===== config.mk =====
export PLATFORM = sky130hd
export DESIGN_NAME = muldiv_unit
export DESIGN_NICKNAME = d
export VERILOG_FILES = /design/src/rtl/muldiv_unit.sv
export SDC_FILE = /design/constraint.sdc
export NUM_CORES = 1
export LEC_CHECK = 0
export CAP_MARGIN = 20
export CELL_PAD_IN_SITES_DETAIL_PLACEMENT = 1
export CELL_PAD_IN_SITES_GLOBAL_PLACEMENT = 1
export CORE_ASPECT_RATIO = 0.6
export CORE_MARGIN = 1
export CORE_UTILIZATION = 52
export CTS_BUF_LIST = sky130_fd_sc_hd__clkbuf_8 sky130_fd_sc_hd__clkbuf_16
export DETAILED_ROUTE_END_ITERATION = 12
export DONT_BUFFER_PORTS = 1
export PLACE_DENSITY = 0.92
export SLEW_MARGIN = 20
export SYNTH_ARGS = -nofsm -noshare
export SYNTH_HDL_FRONTEND = slang
export SYNTH_SLANG_ARGS = --single-unit

===== constraint.sdc =====
create_clock -name clk -period 10.75 [get_ports clk]
set_input_delay 1.6125 -clock clk [delete_from_list [all_inputs] [get_ports clk]]
set_output_delay 1.6125 -clock clk [all_outputs]
set_load 0.005 [all_outputs]

===== src/rtl/muldiv_unit.sv =====
// -----------------------------------------------------------------------------
// muldiv_unit -- iterative RV32M multiply/divide execution unit.
//
// Computes one of the eight M-extension operations with a radix-2 datapath
// (shift-add multiply, restoring divide). Each operation takes 34 cycles from
// accepted start to the done pulse. The result, destination index and write
// enable drive the register-file write port.
//
// Optional feature: define MULDIV_EARLY_OUT_EN to let divide-by-zero, signed
// divide overflow and multiply-by-zero finish in one cycle. Results are
// identical in both builds; only latency changes.
//
// Ports:
//   clk     in   1  rising-edge clock
//   rst     in   1  synchronous, active-low reset
//   start   in   1  request a new operation (honoured only in IDLE)
//   funct3  in   3  000 MUL 001 MULH 010 MULHSU 011 MULHU
//                   100 DIV 101 DIVU 110 REM 111 REMU
//   op_a    in  32  rs1 value (multiplicand / dividend)
//   op_b    in  32  rs2 value (multiplier / divisor)
//   rd_in   in   5  destination register index
//   busy    out  1  high whenever the unit is not IDLE
//   done    out  1  one-cycle pulse, result/rd_out valid
//   result  out 32  operation result, held until overwritten
//   rd_out  out  5  latched destination index
//   we_out  out  1  register-file write enable (done and rd_out != 0)
// -----------------------------------------------------------------------------
module muldiv_unit (
  input  logic        clk,
  input  logic        rst,
  input  logic        start,
  input  logic [2:0]  funct3,
  input  logic [31:0] op_a,
  input  logic [31:0] op_b,
  input  logic [4:0]  rd_in,
  output logic        busy,
  output logic        done,
  output logic [31:0] result,
  output logic [4:0]  rd_out,
  output logic        we_out
);

  typedef enum logic [1:0] {
    IDLE = 2'd0,
    CALC = 2'd1,
    FIX  = 2'd2,
    DONE = 2'd3
  } state_t;

  function automatic logic [31:0] neg32(input logic [31:0] v);
    return ~v + 32'd1;
  endfunction

  function automatic logic [63:0] neg64(input logic [63:0] v);
    return ~v + 64'd1;
  endfunction

  // rs1 is treated as signed for MULH, MULHSU, DIV and REM.
  function automatic logic a_is_signed(input logic [2:0] f3);
    logic s;
    case (f3)
      3'b001, 3'b010, 3'b100, 3'b110: s = 1'b1;
      default:                        s = 1'b0;
    endcase
    return s;
  endfunction

  // rs2 is treated as signed for MULH, DIV and REM.
  function automatic logic b_is_signed(input logic [2:0] f3);
    logic s;
    case (f3)
      3'b001, 3'b100, 3'b110: s = 1'b1;
      default:                s = 1'b0;
    endcase
    return s;
  endfunction

  state_t      state_r, state_nxt_s;
  logic [2:0]  f3_r;
  logic [31:0] mag_a_r, mag_b_r;
  logic        sgn_a_r, sgn_b_r;
  logic [63:0] acc_r;
  logic [4:0]  cnt_r;

  logic        sgn_a_s, sgn_b_s;
  logic [31:0] mag_a_s, mag_b_s;
  logic        early_s;
  logic [31:0] early_res_s;
  logic [4:0]  rd_nxt_s;

  logic [63:0] mul_addend_s, mul_acc_s;
  logic        div_bit_s, div_ge_s;
  logic [32:0] div_trial_s, div_diff_s;
  logic [31:0] div_rem_s;
  logic [63:0] div_acc_s, step_acc_s;

  logic [63:0] prod_s;
  logic [31:0] quot_s, rem_s, fix_res_s;

  // Operand magnitudes and signs as captured when a start is accepted.
  always_comb begin
    sgn_a_s = a_is_signed(funct3) & op_a[31];
    sgn_b_s = b_is_signed(funct3) & op_b[31];
    mag_a_s = sgn_a_s ? neg32(op_a) : op_a;
    mag_b_s = sgn_b_s ? neg32(op_b) : op_b;
  end

`ifdef MULDIV_EARLY_OUT_EN
  // Special cases whose answer is known from the raw operands.
  always_comb begin
    early_s     = 1'b0;
    early_res_s = 32'd0;
    if (funct3[2] && (op_b == 32'd0)) begin
      early_s     = 1'b1;
      early_res_s = funct3[1] ? op_a : 32'hFFFF_FFFF;
    end else if (!funct3[0] && funct3[2] && (op_a == 32'h8000_0000) &&
                 (op_b == 32'hFFFF_FFFF)) begin
      early_s     = 1'b1;
      early_res_s = funct3[1] ? 32'd0 : 32'h8000_0000;
    end else if (!funct3[2] && ((op_a == 32'd0) || (op_b == 32'd0))) begin
      early_s     = 1'b1;
      early_res_s = 32'd0;
    end else begin
      early_s     = 1'b0;
      early_res_s = 32'd0;
    end
  end
`else
  // Every operation runs the full iterative path.
  always_comb begin
    early_s     = 1'b0;
    early_res_s = 32'd0;
  end
`endif

  // Next-state logic.
  always_comb begin
    state_nxt_s = state_r;
    case (state_r)
      IDLE: begin
        if (start) begin
          state_nxt_s = early_s ? DONE : CALC;
        end else begin
          state_nxt_s = IDLE;
        end
      end
      CALC: begin
        if (cnt_r == 5'd31) begin
          state_nxt_s = FIX;
        end else begin
          state_nxt_s = CALC;
        end
      end
      FIX:     state_nxt_s = DONE;
      DONE:    state_nxt_s = IDLE;
      default: state_nxt_s = IDLE;
    endcase
  end

  // Destination index as it will be held after this edge (for we_out).
  always_comb begin
    if ((state_r == IDLE) && start) begin
      rd_nxt_s = rd_in;
    end else begin
      rd_nxt_s = rd_out;
    end
  end

  // One radix-2 step. Multiply adds the shifted multiplicand for each set
  // multiplier bit. Divide keeps remainder in acc[63:32] and builds the
  // quotient in acc[31:0], feeding dividend bits in MSB first.
  always_comb begin
    mul_addend_s = mag_b_r[cnt_r] ? ({32'd0, mag_a_r} << cnt_r) : 64'd0;
    mul_acc_s    = acc_r + mul_addend_s;

    div_bit_s    = mag_a_r[5'd31 - cnt_r];
    div_trial_s  = {acc_r[63:32], div_bit_s};
    div_diff_s   = div_trial_s - {1'b0, mag_b_r};
    div_ge_s     = ~div_diff_s[32];
    // When the subtract fails the trial is below the divisor, so 32 bits hold it.
    div_rem_s    = div_ge_s ? div_diff_s[31:0] : div_trial_s[31:0];
    div_acc_s    = {div_rem_s, acc_r[30:0], div_ge_s};

    step_acc_s   = f3_r[2] ? div_acc_s : mul_acc_s;
  end

  // Sign correction and result selection.
  always_comb begin
    prod_s = (sgn_a_r ^ sgn_b_r) ? neg64(acc_r) : acc_r;
    if (mag_b_r == 32'd0) begin
      // Divide by zero: quotient is all ones regardless of dividend sign.
      quot_s = 32'hFFFF_FFFF;
    end else begin
      quot_s = (sgn_a_r ^ sgn_b_r) ? neg32(acc_r[31:0]) : acc_r[31:0];
    end
    rem_s = sgn_a_r ? neg32(acc_r[63:32]) : acc_r[63:32];
    case (f3_r)
      3'b000:                 fix_res_s = prod_s[31:0];
      3'b001, 3'b010, 3'b011: fix_res_s = prod_s[63:32];
      3'b100, 3'b101:         fix_res_s = quot_s;
      3'b110, 3'b111:         fix_res_s = rem_s;
      default:                fix_res_s = 32'd0;
    endcase
  end

  // State register.
  always_ff @(posedge clk) begin
    if (!rst) begin
      state_r <= IDLE;
    end else begin
      state_r <= state_nxt_s;
    end
  end

  // Datapath registers and registered outputs.
  always_ff @(posedge clk) begin
    if (!rst) begin
      f3_r    <= 3'd0;
      mag_a_r <= 32'd0;
      mag_b_r <= 32'd0;
      sgn_a_r <= 1'b0;
      sgn_b_r <= 1'b0;
      acc_r   <= 64'd0;
      cnt_r   <= 5'd0;
      result  <= 32'd0;
      rd_out  <= 5'd0;
      busy    <= 1'b0;
      done    <= 1'b0;
      we_out  <= 1'b0;
    end else begin
      case (state_r)
        IDLE: begin
          if (start) begin
            f3_r    <= funct3;
            mag_a_r <= mag_a_s;
            mag_b_r <= mag_b_s;
            sgn_a_r <= sgn_a_s;
            sgn_b_r <= sgn_b_s;
            acc_r   <= 64'd0;
            cnt_r   <= 5'd0;
            rd_out  <= rd_in;
            if (early_s) begin
              result <= early_res_s;
            end
          end
        end
        CALC: begin
          acc_r <= step_acc_s;
          cnt_r <= cnt_r + 5'd1;
        end
        FIX: begin
          result <= fix_res_s;
        end
        DONE: begin
          cnt_r <= cnt_r;
        end
        default: begin
          cnt_r <= 5'd0;
        end
      endcase
      busy   <= (state_nxt_s != IDLE);
      done   <= (state_nxt_s == DONE);
      we_out <= (state_nxt_s == DONE) && (rd_nxt_s != 5'd0);
    end
  end

endmodule


* Word-level counts from Yosys, hierarchy flattened
Cells that the tools add are included.
Storage, ports and cells: bits in registers 180, output and inout bits 40
Operators by class: shifts and indexed selects 1, muxes and demuxes 24, equality and inequality tests 17, $lt $le $gt $ge 2, bitwise logic cells 9, add/sub/neg operators 9, reductions and logical operators 15
Operator list (count):
- two-way mux 64 bit | 4
- two-way mux 32 bit | 6
- adder 32 x 1 -> 32 bit (second input constant) | 4
- NOT 32 bit | 4
- case mux 32 bit (4 select lines) | 1
- case mux 64 bit (2 select lines) | 1
- adder 64 x 1 -> 64 bit (second input constant) | 1
- adder 64 bit | 1
- NOT 64 bit | 1
- left shift 32 x 5 -> 64 bit | 1
- subtractor 33 x 32 -> 33 bit | 1
- zero test 32 bit | 1
- == test 3 bit (second input constant) | 6
- less-than comparator 5 x 6 -> 1 bit (second input constant) | 2
- binary-select mux 1 bit (select 5 bit) | 2
- two-way mux 5 bit | 2
- case mux 5 bit (2 select lines) | 1
- == test 3 x 2 -> 1 bit (second input constant) | 3
- case mux 2 bit (4 select lines) | 1
- == test 2 bit (second input constant) | 3
- == test 3 x 1 -> 1 bit (second input constant) | 2
- OR reduction 3 bit | 2
- adder 5 x 1 -> 5 bit (second input constant) | 1
- == test 5 bit (second input constant) | 1
- 16 further kinds | 25

* Logic depth before layout (Yosys ltp)
word-level depth 7, gate-level depth with buffers 23, gate-level depth less buffers 20

* Least setup slack after synthesis
No wires, ideal clock.
kind reg2reg, start point register cnt_r[0], end point register acc_r[62], clock period less this slack 5387 ps, arrival 5262 ps, stages on the path, launching flop included 20, library setup time 125 ps, setup slack 5363 ps, path buffers 3, cell sequence dfxtp_1 clkbuf_1 buf_2 mux4_2 mux4_2 nand2_1 and2_0 clkbuf_1 nor2_1 ha_1 a21oi_1 o21ai_0 a21o_1 a31o_2 a211o_1 a21oi_1 o21ai_0 a21oi_1 nor4bb_1 o41a_1
Between the ends: longest elaborated chain between the ends 7, elaborated cells on any way between the ends 12, classes of those cells 3 x add/sub; 1 x shift; 8 x mux
Ends and longest elaborated chain:
- from (decl) | RTL line 83 | logic [4:0] cnt_r;
- from (signal assigned) | RTL line 249 | cnt_r <= cnt_r + 5'd1;
- from (signal assigned) | RTL line 255 | cnt_r <= cnt_r;
- subtractor 5 bit | RTL line 176 | div_bit_s = mag_a_r[5'd31 - cnt_r];
- binary-select mux 1 bit (select 5 bit) | RTL line 176
- two-way mux 1 bit (not written as such) | RTL line 176
- subtractor 33 x 32 -> 33 bit | RTL line 178 | div_diff_s = div_trial_s - {1'b0, mag_b_r};
- two-way mux 32 bit | RTL line 181 | div_rem_s = div_ge_s ? div_diff_s[31:0] : div_trial_s[31:0];
- two-way mux 64 bit * | RTL line 184 | step_acc_s = f3_r[2] ? div_acc_s : mul_acc_s;
- case mux 64 bit (2 select lines) * | RTL line 231 | case (state_r)
- to (signal assigned) | RTL line 248 | acc_r <= step_acc_s;
- to (decl) | RTL line 82 | logic [63:0] acc_r;
Every way passes the cells marked *; elsewhere a longest branch is shown, timed or not. The select of a mux whose other input is x is not followed. A chain may end at the register's enable or synchronous reset.

* Worst setup path in the final report
Ends and elaborated chain as after synthesis.

==> summary.md <==
| Metric | Value |
|---|---|
| Final Cycle Share | 65.8% |
| Comb power frac | 32.1% |
| Sw frac | 41.1% |
| Post-DR vias/cell | 7.35 |
| Worst skew pair latency | 0.48 ns |
| Initial DRT Pass Iterations | 6 |
| Nets | 2667 |
| Worst Reg-to-Reg Cells | 18 |
| Starting density of the core | 53.5% |
| Detailed-route wire length | 88800 µm |
| Worst Hold Launch | result[13] |
| Worst slew pin tran | 1.23 ns |
| CTS Buf Count | 17 |
| RSZ-0062 raised after global routing | false |
| DRC | 0 |
| Register bit total from synthesis | 180 |
| Seq pwr share | 36.3% |
| Post-DR wirelength/cell | 29.9 µm |
| Site Rows | 53 |
| Worst vdd ir | 0.124 mV |
| Clk network pwr share | 31.5% |
| Critical Path AT | 7.44 ns |
| Status | completed |
| Synth top area share | 18.9% |
| Relative slew slack | 17.8% |
| Worst Setup End Kind | register |
| Synth cell types | 89 |
| Setup violators final | 0 |
| Net Sw Power | 0.865 mW |
| Post-CTS Setup Bufs | 0 |
| EDFF count, synth | 0 |
| Crit path max-delay cell type | and2_0 |
| H-Tree Depth | 4 |
| Setup tns final | 0 ns |
| Ys flop type | dfxtp_1 |
| Reg2reg end | acc_r[62] |
| Ports | 115 |
| Final Wtd Congestion | 1.06 |
| Clock Sinks | 180 |
| Port bufs | 0 |
| Synth top cells by count | 321 x nor2_1, 257 x a21oi_1, 256 x nand2_1 |
| Syn_area_per_cell | 7.25 µm² |
| Clk_skew | 0.0231 ns |
| CP most frequent cell | a21oi_1 |
| Area growth from synthesis to layout | 3.81% |
| Vias | 21800 |
| Non-Filler Instances | 2970 |
| GRT Overall Usage | 46.8% |
| CP max stage delay | 0.74 ns |
| Starting DRT DRC Count | 2790 |
| Bufs on Longest Clock Path | 2 |
| Yosys warns | 0 |
| Number of routed nets with antenna violations | 0 |
| First-pass GRT wire length | 133000 µm |
| Tmin final | 7.07 ns |
| Ratio of cells with drive above 1 in the final layout | 6.47% |
| Internal Power | 1.24 mW |
| Hold Vio Cnt, Final | 0 |
| Cells after Synth | 2623 |
| Filler cell count | 4507 |
| Asr flop ratio synth | 0% |
| Largest fanout on the critical path | 53 |
| Post-Synthesis Cell Area | 19000 µm² |
| TritonCTS clock tree | yes |
| Chip width | 249 µm |
| Hold Path Depth | 2 |
| Most numerous cell in the Yosys netlist | nor2_1 |
| Core Region | 35500 µm² |
| Antenna violations before repair | 2 |
| Reg2reg setup slack | 3.68 ns |
| Dpl cells | 2937 |
| Clk pin slew, worst setup/hold paths | 0.08 ns |
| Buffers and inverters on the worst path | 2 |
| Main area contributors after synthesis | dfxtp_1 19%, a21oi_1 6.8%, ha_1 6.6%, nor2_1 6.3%, o21ai_0 5.7% |
| Net Count, Synth | 2801 |
| Number of global-route vias before repair | 21100 |
| Die area | 37400 µm² |
| GRT overflow | 0 |
| Achievable Freq | 141 MHz |
| Min-Delay Path Class | register to register |
| Hold path endpoint | result[13] |
| Yosys top cell by area | dfxtp_1 |
| DP Wirelength | 68100 µm |
| Post-cts sizing count | 0 |
| Crit Path Class | register to register |
| Startpoint Class | register |
| Seq/Total Area, Yosys | 18.9% |
| Largest net degree at the start of global routing | 101 |
| P per Cell Area | 106 nW/µm² |
| Critical Path RT | 11.11 ns |
| Hold-fix buffers at CTS | 0 |
| Crit Reg-Reg Startpoint | cnt_r[0] |
| CTS Root Cell | clkbuf_16 |
| Final Max Tran Viols | 0 |
| Overall die height | 150 µm |
| Static leakage | 7.29 nW |
| CP top delay family | compound AO/OA/AOI/OAI gates |
| CP Cell Sequence | buf_4, mux4_2, mux4_2, nand2b_1, and2_0, buf_4, nor2_1, ha_1, a21oi_1, o21ai_0, a21o_1, a31o_2, a211o_1, a21oi_1, o21ai_0, a21oi_1, nor4bb_1, o41a_1 |
| Max cap viols | 0 |
[worst register-to-register path: cells and delay by family (launching register included)]
kind	cells	cell delay, ns
buf+inv	2	0.97
compound gates	9	2.92
simple gates	4	1.27
mux	2	1.14
flops	1	0.32
fa+ha+maj	1	0.38
[power by group through the flow]
stage	Sequential (mW)	Combinational, mW	Clock, mW
3_5_place_dp	0.773	0.640	0
4_1_cts	0.758	0.646	0.652
5_1_grt	0.763	0.712	0.675
6_report	0.764	0.676	0.663
3_3_place_gp	0.768	0.608	0
2_1_floorplan	0.734	0.471	0
[placed cells by master (no fill, tap or decap), drive strengths merged, types with 36 or more instances in the layout]
cell type    n
inv         85
dfxtp      180
xnor2      102
a22oi       38
ha         101
nand2      256
o21ai      221
nor2       321
a21o        36
a21oi      257
mux2i       53
nor3        53
a211oi      78
nand3       42
xor2       104
[state kept, by name, summed over array words and instances (netlist names), 2 cells and up]
name and cells:
result 32, mag_b_r 32, acc_r 64, cnt_r 5, mag_a_r 32, rd_out 5, state_r 2, f3_r 3
[worst max-delay path by stage]
stage | from | endpoint | slack (ns) | cells after the start
5_1_grt | cnt_r[0] | acc_r[61] | 3.28 | 18
6_report | cnt_r[0] | acc_r[62] | 3.68 | 18
4_1_cts | cnt_r[0] | acc_r[61] | 3.55 | 18
3_3_place_gp | cnt_r[0] | acc_r[61] | 3.75 | 18
2_1_floorplan | cnt_r[0] | acc_r[62] | 5.36 | 19
3_5_place_dp | cnt_r[0] | acc_r[61] | 3.58 | 18
[cell families after synthesis]
family          Yosys count  synth area share [%]
buf+inv                 260                  5.24
fa+ha+maj               103                  6.85
xor+xnor                206                  9.52
flops                   180                  18.9
mux                     120                  8.71
simple gates            878                  21.5
compound gates          876                  29.3
[area by class of cell]
cell class	count	area [µm²]	share of cell area, %
multi-input cells	2183	14500	73.4
flip-flops and latches	180	3610	18.3
well taps	467	584	2.96
clock buffers	18	439	2.22
inverters	81	307	1.55
repair buffers	26	195	0.988
clock inverters	14	123	0.621
diodes	1	2.50	0.0127
[through the flow]
stage / util (%) / setup WS (ns) / hold slack (ns) / area, µm² / total power [mW]
final: 55.6 / 3.68 / 0.462 / 19800 / 2.10
after detailed placement: 54.0 / 3.58 / 0.454 / 19200 / 1.41
after global routing: 55.6 / 3.28 / 0.492 / 19700 / 2.15
after floorplan: - / 5.36 / 0.435 / 19000 / 1.21
after CTS: 55.5 / 3.55 / 0.465 / 19700 / 2.06
after global placement: 54.0 / 3.75 / 0.451 / 19200 / 1.38
[metal layers]
layer	share of wire (%)	track usage, %	vias to the layer above
li1	-	-	9351
met1	42	63.5	10700
met2	40	66.8	1512
met3	15	18.7	262
met4	3.3	15.9	2
met5	0.011	0	-
No activity file was read; power rests on OpenSTA's default activity.
